--- src/rtl/machine_csr_file_pkg.sv ---
// Shared types and constants for the machine-mode CSR file: operations, cause codes,
// CSR addresses, mstatus layout and interrupt priority.
package machine_csr_file_pkg;

  localparam int unsigned XLEN = 32;
  localparam int unsigned IRQ_COUNT = 3;

  typedef enum logic [1:0] {
    CSR_OP_NONE  = 2'd0,
    CSR_OP_WRITE = 2'd1,
    CSR_OP_SET   = 2'd2,
    CSR_OP_CLEAR = 2'd3
  } csrOperation_e;

  typedef enum logic [1:0] {
    TRAP_MODE_DIRECT   = 2'd0,
    TRAP_MODE_VECTORED = 2'd1
  } trapMode_e;

  typedef enum logic [4:0] {
    EXC_INSTR_MISALIGNED = 5'd0,
    EXC_INSTR_ACCESS     = 5'd1,
    EXC_ILLEGAL_INSTR    = 5'd2,
    EXC_BREAKPOINT       = 5'd3,
    EXC_LOAD_MISALIGNED  = 5'd4,
    EXC_LOAD_ACCESS      = 5'd5,
    EXC_STORE_MISALIGNED = 5'd6,
    EXC_STORE_ACCESS     = 5'd7,
    EXC_ECALL_M          = 5'd11
  } exceptionCode_e;

  localparam logic [11:0] CSR_MSTATUS    = 12'h300;
  localparam logic [11:0] CSR_MISA       = 12'h301;
  localparam logic [11:0] CSR_MIE        = 12'h304;
  localparam logic [11:0] CSR_MTVEC      = 12'h305;
  localparam logic [11:0] CSR_MSCRATCH   = 12'h340;
  localparam logic [11:0] CSR_MEPC       = 12'h341;
  localparam logic [11:0] CSR_MCAUSE     = 12'h342;
  localparam logic [11:0] CSR_MTVAL      = 12'h343;
  localparam logic [11:0] CSR_MIP        = 12'h344;
  localparam logic [11:0] CSR_MCYCLE     = 12'hB00;
  localparam logic [11:0] CSR_MINSTRET   = 12'hB02;
  localparam logic [11:0] CSR_MCYCLEH    = 12'hB80;
  localparam logic [11:0] CSR_MINSTRETH  = 12'hB82;
  localparam logic [11:0] CSR_CYCLE      = 12'hC00;
  localparam logic [11:0] CSR_TIME       = 12'hC01;
  localparam logic [11:0] CSR_INSTRET    = 12'hC02;
  localparam logic [11:0] CSR_CYCLEH     = 12'hC80;
  localparam logic [11:0] CSR_TIMEH      = 12'hC81;
  localparam logic [11:0] CSR_INSTRETH   = 12'hC82;
  localparam logic [11:0] CSR_MVENDORID  = 12'hF11;
  localparam logic [11:0] CSR_MARCHID    = 12'hF12;
  localparam logic [11:0] CSR_MIMPID     = 12'hF13;
  localparam logic [11:0] CSR_MHARTID    = 12'hF14;
  localparam logic [11:0] CSR_MCONFIGPTR = 12'hF15;

  localparam int unsigned MIE_BIT  = 3;
  localparam int unsigned MPIE_BIT = 7;
  localparam logic [1:0]  MSTATUS_MPP = 2'b11;
  localparam logic [31:0] MISA_VALUE  = 32'h4000_0100;
  localparam logic [31:0] IRQ_MASK    = 32'h0000_0888;

  localparam logic [4:0] IRQ_MSI = 5'd3;
  localparam logic [4:0] IRQ_MTI = 5'd7;
  localparam logic [4:0] IRQ_MEI = 5'd11;

  // Highest priority first.
  localparam logic [4:0] IRQ_PRIORITY [IRQ_COUNT] = '{IRQ_MEI, IRQ_MSI, IRQ_MTI};

  // Returns {any, code} of the highest-priority pending interrupt.
  function automatic logic [5:0] irq_select(input logic [31:0] pend);
    logic [5:0] sel;
    sel = '0;
    for (int i = int'(IRQ_COUNT) - 1; i >= 0; i--) begin
      if (pend[IRQ_PRIORITY[i]]) sel = {1'b1, IRQ_PRIORITY[i]};
    end
    return sel;
  endfunction

endpackage

--- src/rtl/machine_csr_file_counter64.sv ---
// 64-bit counter with per-half software write; any write suppresses that cycle's increment.
module csr_counter64 (
  input  logic        clk,
  input  logic        reset,
  input  logic        inc_i,
  input  logic        wr_lo_i,
  input  logic        wr_hi_i,
  input  logic [31:0] wdata_i,
  output logic [63:0] value_o
);

  logic [63:0] count_q, count_d;

  always_comb begin
    count_d = count_q;
    if (wr_lo_i || wr_hi_i) begin
      if (wr_lo_i) count_d[31:0]  = wdata_i;
      if (wr_hi_i) count_d[63:32] = wdata_i;
    end else if (inc_i) begin
      count_d = count_q + 64'd1;
    end
  end

  always_ff @(posedge clk or posedge reset) begin
    if (reset) count_q <= '0;
    else       count_q <= count_d;
  end

  assign value_o = count_q;

endmodule

--- src/rtl/machine_csr_file.sv ---
// Machine-mode CSR file: Zicsr read/modify/write, trap entry, MRET and the fetch redirect.
module machine_csr_file
  import machine_csr_file_pkg::*;
#(
  parameter logic [31:0] MHARTID_VAL = 32'h0,
  parameter logic [31:0] MTVEC_RESET = 32'h0
) (
  input  logic           clk,
  input  logic           reset,
  input  logic           read_enable_i,
  input  logic           write_enable_i,
  input  csrOperation_e  operation_i,
  input  logic [11:0]    address_i,
  input  logic [31:0]    data_i,
  output logic [31:0]    out_o,
  output logic           illegal_o,
  input  logic           valid_i,
  input  logic [31:0]    pc_i,
  input  logic           exception_i,
  input  exceptionCode_e exception_code_i,
  input  logic [31:0]    tval_i,
  input  logic           mret_i,
  input  logic           instret_i,
  input  logic           meip_i,
  input  logic           msip_i,
  input  logic           mtip_i,
  output logic           irq_pending_o,
  output logic           jump_o,
  output logic [31:0]    jump_target_o
);

  logic        mstatus_mie_q, mstatus_mie_d, mstatus_mpie_q, mstatus_mpie_d;
  logic [31:0] mie_q, mie_d, mip_q, mip_d, mtvec_q, mtvec_d, mscratch_q, mscratch_d;
  logic [31:0] mepc_q, mepc_d, mcause_q, mcause_d, mtval_q, mtval_d;
  logic        jump_q, jump_d;
  logic [31:0] jump_target_q, jump_target_d;

  logic [63:0] mcycle, minstret;
  logic [31:0] rdata, csr_new, pend;
  logic        legal, read_only, take_exc, take_irq, take_mret, csr_wr;
  logic [5:0]  irq_sel;
  logic        unused_pc_bits;

  assign unused_pc_bits = ^pc_i[1:0];

  // Read mux and address decode.
  always_comb begin
    rdata = '0;
    legal = 1'b1;
    unique case (address_i)
      CSR_MVENDORID, CSR_MARCHID, CSR_MIMPID, CSR_MCONFIGPTR: rdata = '0;
      CSR_MHARTID:  rdata = MHARTID_VAL;
      CSR_MISA:     rdata = MISA_VALUE;
      CSR_MSTATUS: begin
        rdata[12:11]    = MSTATUS_MPP;
        rdata[MPIE_BIT] = mstatus_mpie_q;
        rdata[MIE_BIT]  = mstatus_mie_q;
      end
      CSR_MIE:      rdata = mie_q;
      CSR_MIP:      rdata = mip_q;
      CSR_MTVEC:    rdata = mtvec_q;
      CSR_MSCRATCH: rdata = mscratch_q;
      CSR_MEPC:     rdata = mepc_q;
      CSR_MCAUSE:   rdata = mcause_q;
      CSR_MTVAL:    rdata = mtval_q;
      CSR_MCYCLE, CSR_CYCLE, CSR_TIME:        rdata = mcycle[31:0];
      CSR_MCYCLEH, CSR_CYCLEH, CSR_TIMEH:     rdata = mcycle[63:32];
      CSR_MINSTRET, CSR_INSTRET:              rdata = minstret[31:0];
      CSR_MINSTRETH, CSR_INSTRETH:            rdata = minstret[63:32];
      default: legal = 1'b0;
    endcase
  end

  assign read_only = (address_i[11:10] == 2'b11) || (address_i == CSR_MISA);
  assign illegal_o = !legal || (write_enable_i && read_only);
  assign out_o     = (read_enable_i && !illegal_o) ? rdata : '0;

  always_comb begin
    unique case (operation_i)
      CSR_OP_SET:   csr_new = rdata | data_i;
      CSR_OP_CLEAR: csr_new = rdata & ~data_i;
      default:      csr_new = data_i;
    endcase
  end

  assign pend          = mip_q & mie_q;
  assign irq_sel       = irq_select(pend);
  assign irq_pending_o = mstatus_mie_q && (|pend);

  // Only the highest-priority event of the cycle takes effect.
  assign take_exc  = exception_i;
  assign take_irq  = !take_exc && irq_pending_o && valid_i;
  assign take_mret = !take_exc && !take_irq && mret_i;
  assign csr_wr    = write_enable_i && !illegal_o && (operation_i != CSR_OP_NONE)
                     && !take_exc && !take_irq && !take_mret;

  always_comb begin
    mstatus_mie_d  = mstatus_mie_q;
    mstatus_mpie_d = mstatus_mpie_q;
    mie_d          = mie_q;
    mtvec_d        = mtvec_q;
    mscratch_d     = mscratch_q;
    mepc_d         = mepc_q;
    mcause_d       = mcause_q;
    mtval_d        = mtval_q;
    jump_d         = 1'b0;
    jump_target_d  = jump_target_q;
    mip_d          = '0;
    mip_d[IRQ_MEI] = meip_i;
    mip_d[IRQ_MSI] = msip_i;
    mip_d[IRQ_MTI] = mtip_i;

    if (take_exc || take_irq) begin
      mepc_d         = {pc_i[31:2], 2'b00};
      mcause_d       = take_exc ? {27'd0, 5'(exception_code_i)} : {1'b1, 26'd0, irq_sel[4:0]};
      mtval_d        = take_exc ? tval_i : '0;
      mstatus_mpie_d = mstatus_mie_q;
      mstatus_mie_d  = 1'b0;
      jump_d         = 1'b1;
      jump_target_d  = (take_irq && mtvec_q[0])
                       ? {mtvec_q[31:2], 2'b00} + {25'd0, irq_sel[4:0], 2'b00}
                       : {mtvec_q[31:2], 2'b00};
    end else if (take_mret) begin
      mstatus_mie_d  = mstatus_mpie_q;
      mstatus_mpie_d = 1'b1;
      jump_d         = 1'b1;
      jump_target_d  = mepc_q;
    end else if (csr_wr) begin
      unique case (address_i)
        CSR_MSTATUS: begin
          mstatus_mie_d  = csr_new[MIE_BIT];
          mstatus_mpie_d = csr_new[MPIE_BIT];
        end
        CSR_MIE:      mie_d      = csr_new & IRQ_MASK;
        CSR_MTVEC:    mtvec_d    = {csr_new[31:2], 1'b0, csr_new[0]};
        CSR_MSCRATCH: mscratch_d = csr_new;
        CSR_MEPC:     mepc_d     = {csr_new[31:2], 2'b00};
        CSR_MCAUSE:   mcause_d   = {csr_new[31], 26'd0, csr_new[4:0]};
        CSR_MTVAL:    mtval_d    = csr_new;
        default: ;
      endcase
    end
  end

  always_ff @(posedge clk or posedge reset) begin
    if (reset) begin
      mstatus_mie_q  <= 1'b0;
      mstatus_mpie_q <= 1'b0;
      mie_q          <= '0;
      mip_q          <= '0;
      mtvec_q        <= MTVEC_RESET;
      mscratch_q     <= '0;
      mepc_q         <= '0;
      mcause_q       <= '0;
      mtval_q        <= '0;
      jump_q         <= 1'b0;
      jump_target_q  <= '0;
    end else begin
      mstatus_mie_q  <= mstatus_mie_d;
      mstatus_mpie_q <= mstatus_mpie_d;
      mie_q          <= mie_d;
      mip_q          <= mip_d;
      mtvec_q        <= mtvec_d;
      mscratch_q     <= mscratch_d;
      mepc_q         <= mepc_d;
      mcause_q       <= mcause_d;
      mtval_q        <= mtval_d;
      jump_q         <= jump_d;
      jump_target_q  <= jump_target_d;
    end
  end

  assign jump_o        = jump_q;
  assign jump_target_o = jump_target_q;

  csr_counter64 u_mcycle (
    .clk     (clk),
    .reset   (reset),
    .inc_i   (1'b1),
    .wr_lo_i (csr_wr && (address_i == CSR_MCYCLE)),
    .wr_hi_i (csr_wr && (address_i == CSR_MCYCLEH)),
    .wdata_i (csr_new),
    .value_o (mcycle)
  );

  csr_counter64 u_minstret (
    .clk     (clk),
    .reset   (reset),
    .inc_i   (instret_i),
    .wr_lo_i (csr_wr && (address_i == CSR_MINSTRET)),
    .wr_hi_i (csr_wr && (address_i == CSR_MINSTRETH)),
    .wdata_i (csr_new),
    .value_o (minstret)
  );

endmodule

--- config.mk ---
export PLATFORM = sky130hd
export DESIGN_NAME = machine_csr_file
export DESIGN_NICKNAME = d
export VERILOG_FILES = /design/src/rtl/machine_csr_file_pkg.sv /design/src/rtl/machine_csr_file_counter64.sv /design/src/rtl/machine_csr_file.sv
export SDC_FILE = /design/constraint.sdc
export NUM_CORES = 1
export LEC_CHECK = 0
export CAP_MARGIN = 10
export CORE_MARGIN = 3
export CORE_UTILIZATION = 25
export DETAILED_ROUTE_END_ITERATION = 8
export SLEW_MARGIN = 40
export SYNTH_ARGS = -nofsm -noshare
export SYNTH_HDL_FRONTEND = slang
export SYNTH_SLANG_ARGS = --single-unit
--- constraint.sdc ---
create_clock -name clk -period 10.8 [get_ports clk]
set_input_delay 1.08 -clock clk [delete_from_list [all_inputs] [get_ports clk]]
set_output_delay 1.08 -clock clk [all_outputs]
set_load 0.05 [all_outputs]
==> summary.txt <==
Worst hold margin -> 0.485 ns
Min-delay src -> mtval_q[31]$_DFFE_PP0P_
Status -> finished, final reports clean
Worst min path class -> reg2reg
Syn. warnings -> 0
Reg-to-reg critical path endpoint -> u_minstret.value_o[51]$_DFFE_PP0P_
Clk root buf -> clkbuf_16
WL met2 -> 38200 um
Final GP Congestion -> 0.991
Sequential fraction of the synthesis area -> 40.1%
Metal-1 WL -> 36700 um
Row cnt -> 99
GRT Util Overall -> 22.5%
Number of synthesized register bits -> 298
Main flop type after synthesis -> dfrtp_1
Fin area -> 22900 um^2
Final setup margin -> 3.45 ns
Arrival time worst endpoint -> 6.27 ns
CP peak stage delay -> 0.92 ns
First-pass GRT wire length -> 131000 um
Worst Path Max Fanout -> 31
Initial Util -> 25.3%
Die area -> 77700 um^2
Startpoint types -> input pin
Post-synth EDFFs -> 0
R2R setup slack -> 7.16 ns
Die Height -> 279 um
Mean post-synth cell area -> 8.31 um^2
Placement-stage worst setup slack -> 3.64 ns
Syn Std Cell Area -> 18600 um^2
Worst slew margin -> 41.0%
Layout Nets -> 2496
CP top delay family -> buffers and inverters
P&R area growth vs syn -> 22.9%
Antenna violations before repair -> 9
Data required, critical path -> 9.72 ns
Max Cap Viol -> 0
Layout cell share with drive strength beyond 1 -> 8.19%
Final setup violation count -> 0
Crit path time final -> 7.35 ns
Clock skew -> 0.0238 ns
Routed Antenna Nets -> 0
Leakage Power -> 8.51 nW
Final WL -> 90500 um
Core area -> 73300 um^2
CP most frequent cell -> buf_4
Clock Latency Late Sink -> 0.57 ns
Vias -> 20200
Via density -> 6.05
Highest Clock Rate -> 136 MHz
Number of library cell types mapped by synthesis -> 88
CTS Buffer Depth -> 3
Crit-path cells -> clkdlybuf4s50_1 > buf_4 > or4b_2 > a21oi_1 > o21ai_0 > a32oi_1 > buf_4 > nand2_1 > buf_4 > a41oi_1 > clkdlybuf4s50_1
Uppermost layer routed -> met5
Hold Path Stages -> 2
# Post-CTS Setup Buffers -> 0
DR WL met3 -> 11400 um
GR Overflow Total -> 0
H-Tree Depth -> 2
Port Buf Inserts -> 188
Num CTS Buffers -> 38
Unrepaired setup endpoints after global routing -> no
Fin. Hold Viols -> 0
Fin crit share -> 68.1%
Die W -> 279 um
R2R cell count -> 8
I/O pin count -> 193
Async SR Flop Fraction -> 100%
CTS Sinks -> 298
Vias in the first global route -> 18500
# DRC -> 0
CTS resizes -> 0
CP Capture Type -> output pin
Worst VDD drop -> 0.0815 mV
Post-CTS Hold Fix Bufs -> 0
Final slew viol count -> 0
Largest net degree at the start of global routing -> 110
Worst setup path class -> in2out
Mapped Cells -> 2236
Hold Path End -> mtval_q[31]$_DFFE_PP0P_
R2r startpoint -> mip_q[3]$_DFF_PP0_
Routed wire length per instance -> 27.1 um
Placed cell area -> 21700 um^2
Final setup TNS -> 0 ns
CP max-delay cell -> clkdlybuf4s50_1
Total iterations of the first detailed-routing run -> 6
CTS tree -> built
Clock-pin slew on the worst setup and hold paths -> 0.06 ns
CP Buf/Inv Count -> 5
Dpl hpwl -> 65300 um
Actual slew at the worst max-slew pin -> 0.885 ns
Pwr dens -> 124 nW/um^2
DRT iter0 DRCs -> 3183
## worst max path at each step
stage	from	endpoint	slack [ns]	cells past startpoint
after global placement	address_i[1]	out_o[0]	3.67	11
after global routing	address_i[1]	out_o[0]	3.39	11
after detailed placement	address_i[1]	out_o[0]	3.64	11
after floorplan	reset	jump_o$_DFF_PP0_	1.49	1
final	address_i[1]	out_o[0]	3.45	11
after CTS	address_i[1]	out_o[0]	3.57	11
## worst min-delay path, delay by kind of cell (launching register included)
family             cells  cell delay [ns]
AOI/OAI and AO/OA      1             0.06
DFF                    1             0.34
and+or+nand+nor        1             0.05
## logic make-up (layout without fill, tap and decap cells)
group	Yosys count	count (layout)	synth area share, %
buffers and inverters	199	343	4.13
adder cells (fa/ha/maj)	7	7	0.512
multiplexers	64	64	3.63
AND/OR/NAND/NOR	823	823	22.4
AO/OA/AOI/OAI	819	819	28.0
other	1	3	0.0202
flip-flops	298	298	40.1
XOR/XNOR	25	25	1.18
## cell usage after synthesis, types with 44 or more instances
| library cell | number | share of area, % |
|---|---|---|
| and3_1 | 44 | 1.5 |
| a22oi_1 | 92 | 3.7 |
| clkbuf_1 | 149 | 3.0 |
| nand2_1 | 214 | 4.3 |
| a21oi_1 | 217 | 5.8 |
| nand4_1 | 58 | 2.0 |
| mux2i_1 | 45 | 2.4 |
| nor2_1 | 171 | 3.5 |
| nor3_1 | 69 | 1.9 |
| dfrtp_1 | 298 | 40 |
| o21ai_0 | 220 | 5.9 |
| nand3_1 | 101 | 2.7 |
## routing by layer
metal	global-route usage, %	vias to the layer above
met1	31.2	9885
met3	6.32	230
met4	9.27	10
li1	-	8744
met2	32.8	1328
met5	0	-
## through the flow
stage / total power [W] / std cells / utilization, %
final: 0.00283 / 3341 / 31.2
after global routing: 0.00291 / 3340 / 31.2
after CTS: 0.00283 / 3340 / 31.1
after detailed placement: 0.00165 / 3282 / 29.6
after global placement: 0.00165 / 3277 / 29.5
after floorplan: 0.00145 / 2237 / -
## sequential cells by signal (all words and copies together) (netlist names), 3 cells and up
signal,count
mie_q,3
jump_target_o,30
mscratch_q,32
u_mcycle.value_o,64
u_minstret.value_o,64
mepc_q,30
mtvec_q,31
mcause_q,6
mtval_q,32
mip_q,3
## report_power, final
part	switching [W]	internal, W	total [W]
Clock	0.000508	0.000670	0.00118
Sequential	0.0000763	0.00118	0.00125
Combinational	0.000256	0.000140	0.000396
Total	0.000840	0.00199	0.00283
## cell usage in the layout, fill, tap and decap left out, drive strengths merged, types with 18 or more instances in the layout
cell | netlist | final
o31a | 23 | 23
or3 | 19 | 19
and3 | 44 | 44
nor3 | 70 | 70
o22ai | 22 | 22
o211ai | 30 | 30
nand2 | 214 | 214
clkdlybuf4s50 | 0 | 185
mux2i | 45 | 45
o21ai | 222 | 222
clkbuf | 149 | 52
dfrtp | 298 | 298
xor2 | 18 | 18
a21oi | 217 | 217
nor4 | 31 | 31
nand4 | 58 | 58
a22oi | 92 | 92
inv | 28 | 29
buf | 21 | 71
nor2 | 171 | 171
and2 | 26 | 26
nand3 | 102 | 102
a211oi | 43 | 43
mux2 | 18 | 18
## final cells by class
class	count	area [um^2]
diodes	1	2.50
clock buffers	52	1040
clock inverters	6	48.8
fillers	7752	50500
inverters	29	123
multi-input cells	1740	10600
flip-flops and latches	298	7460
well taps	959	1200
repair buffers	256	2400
(Power assumes the default switching activity.)
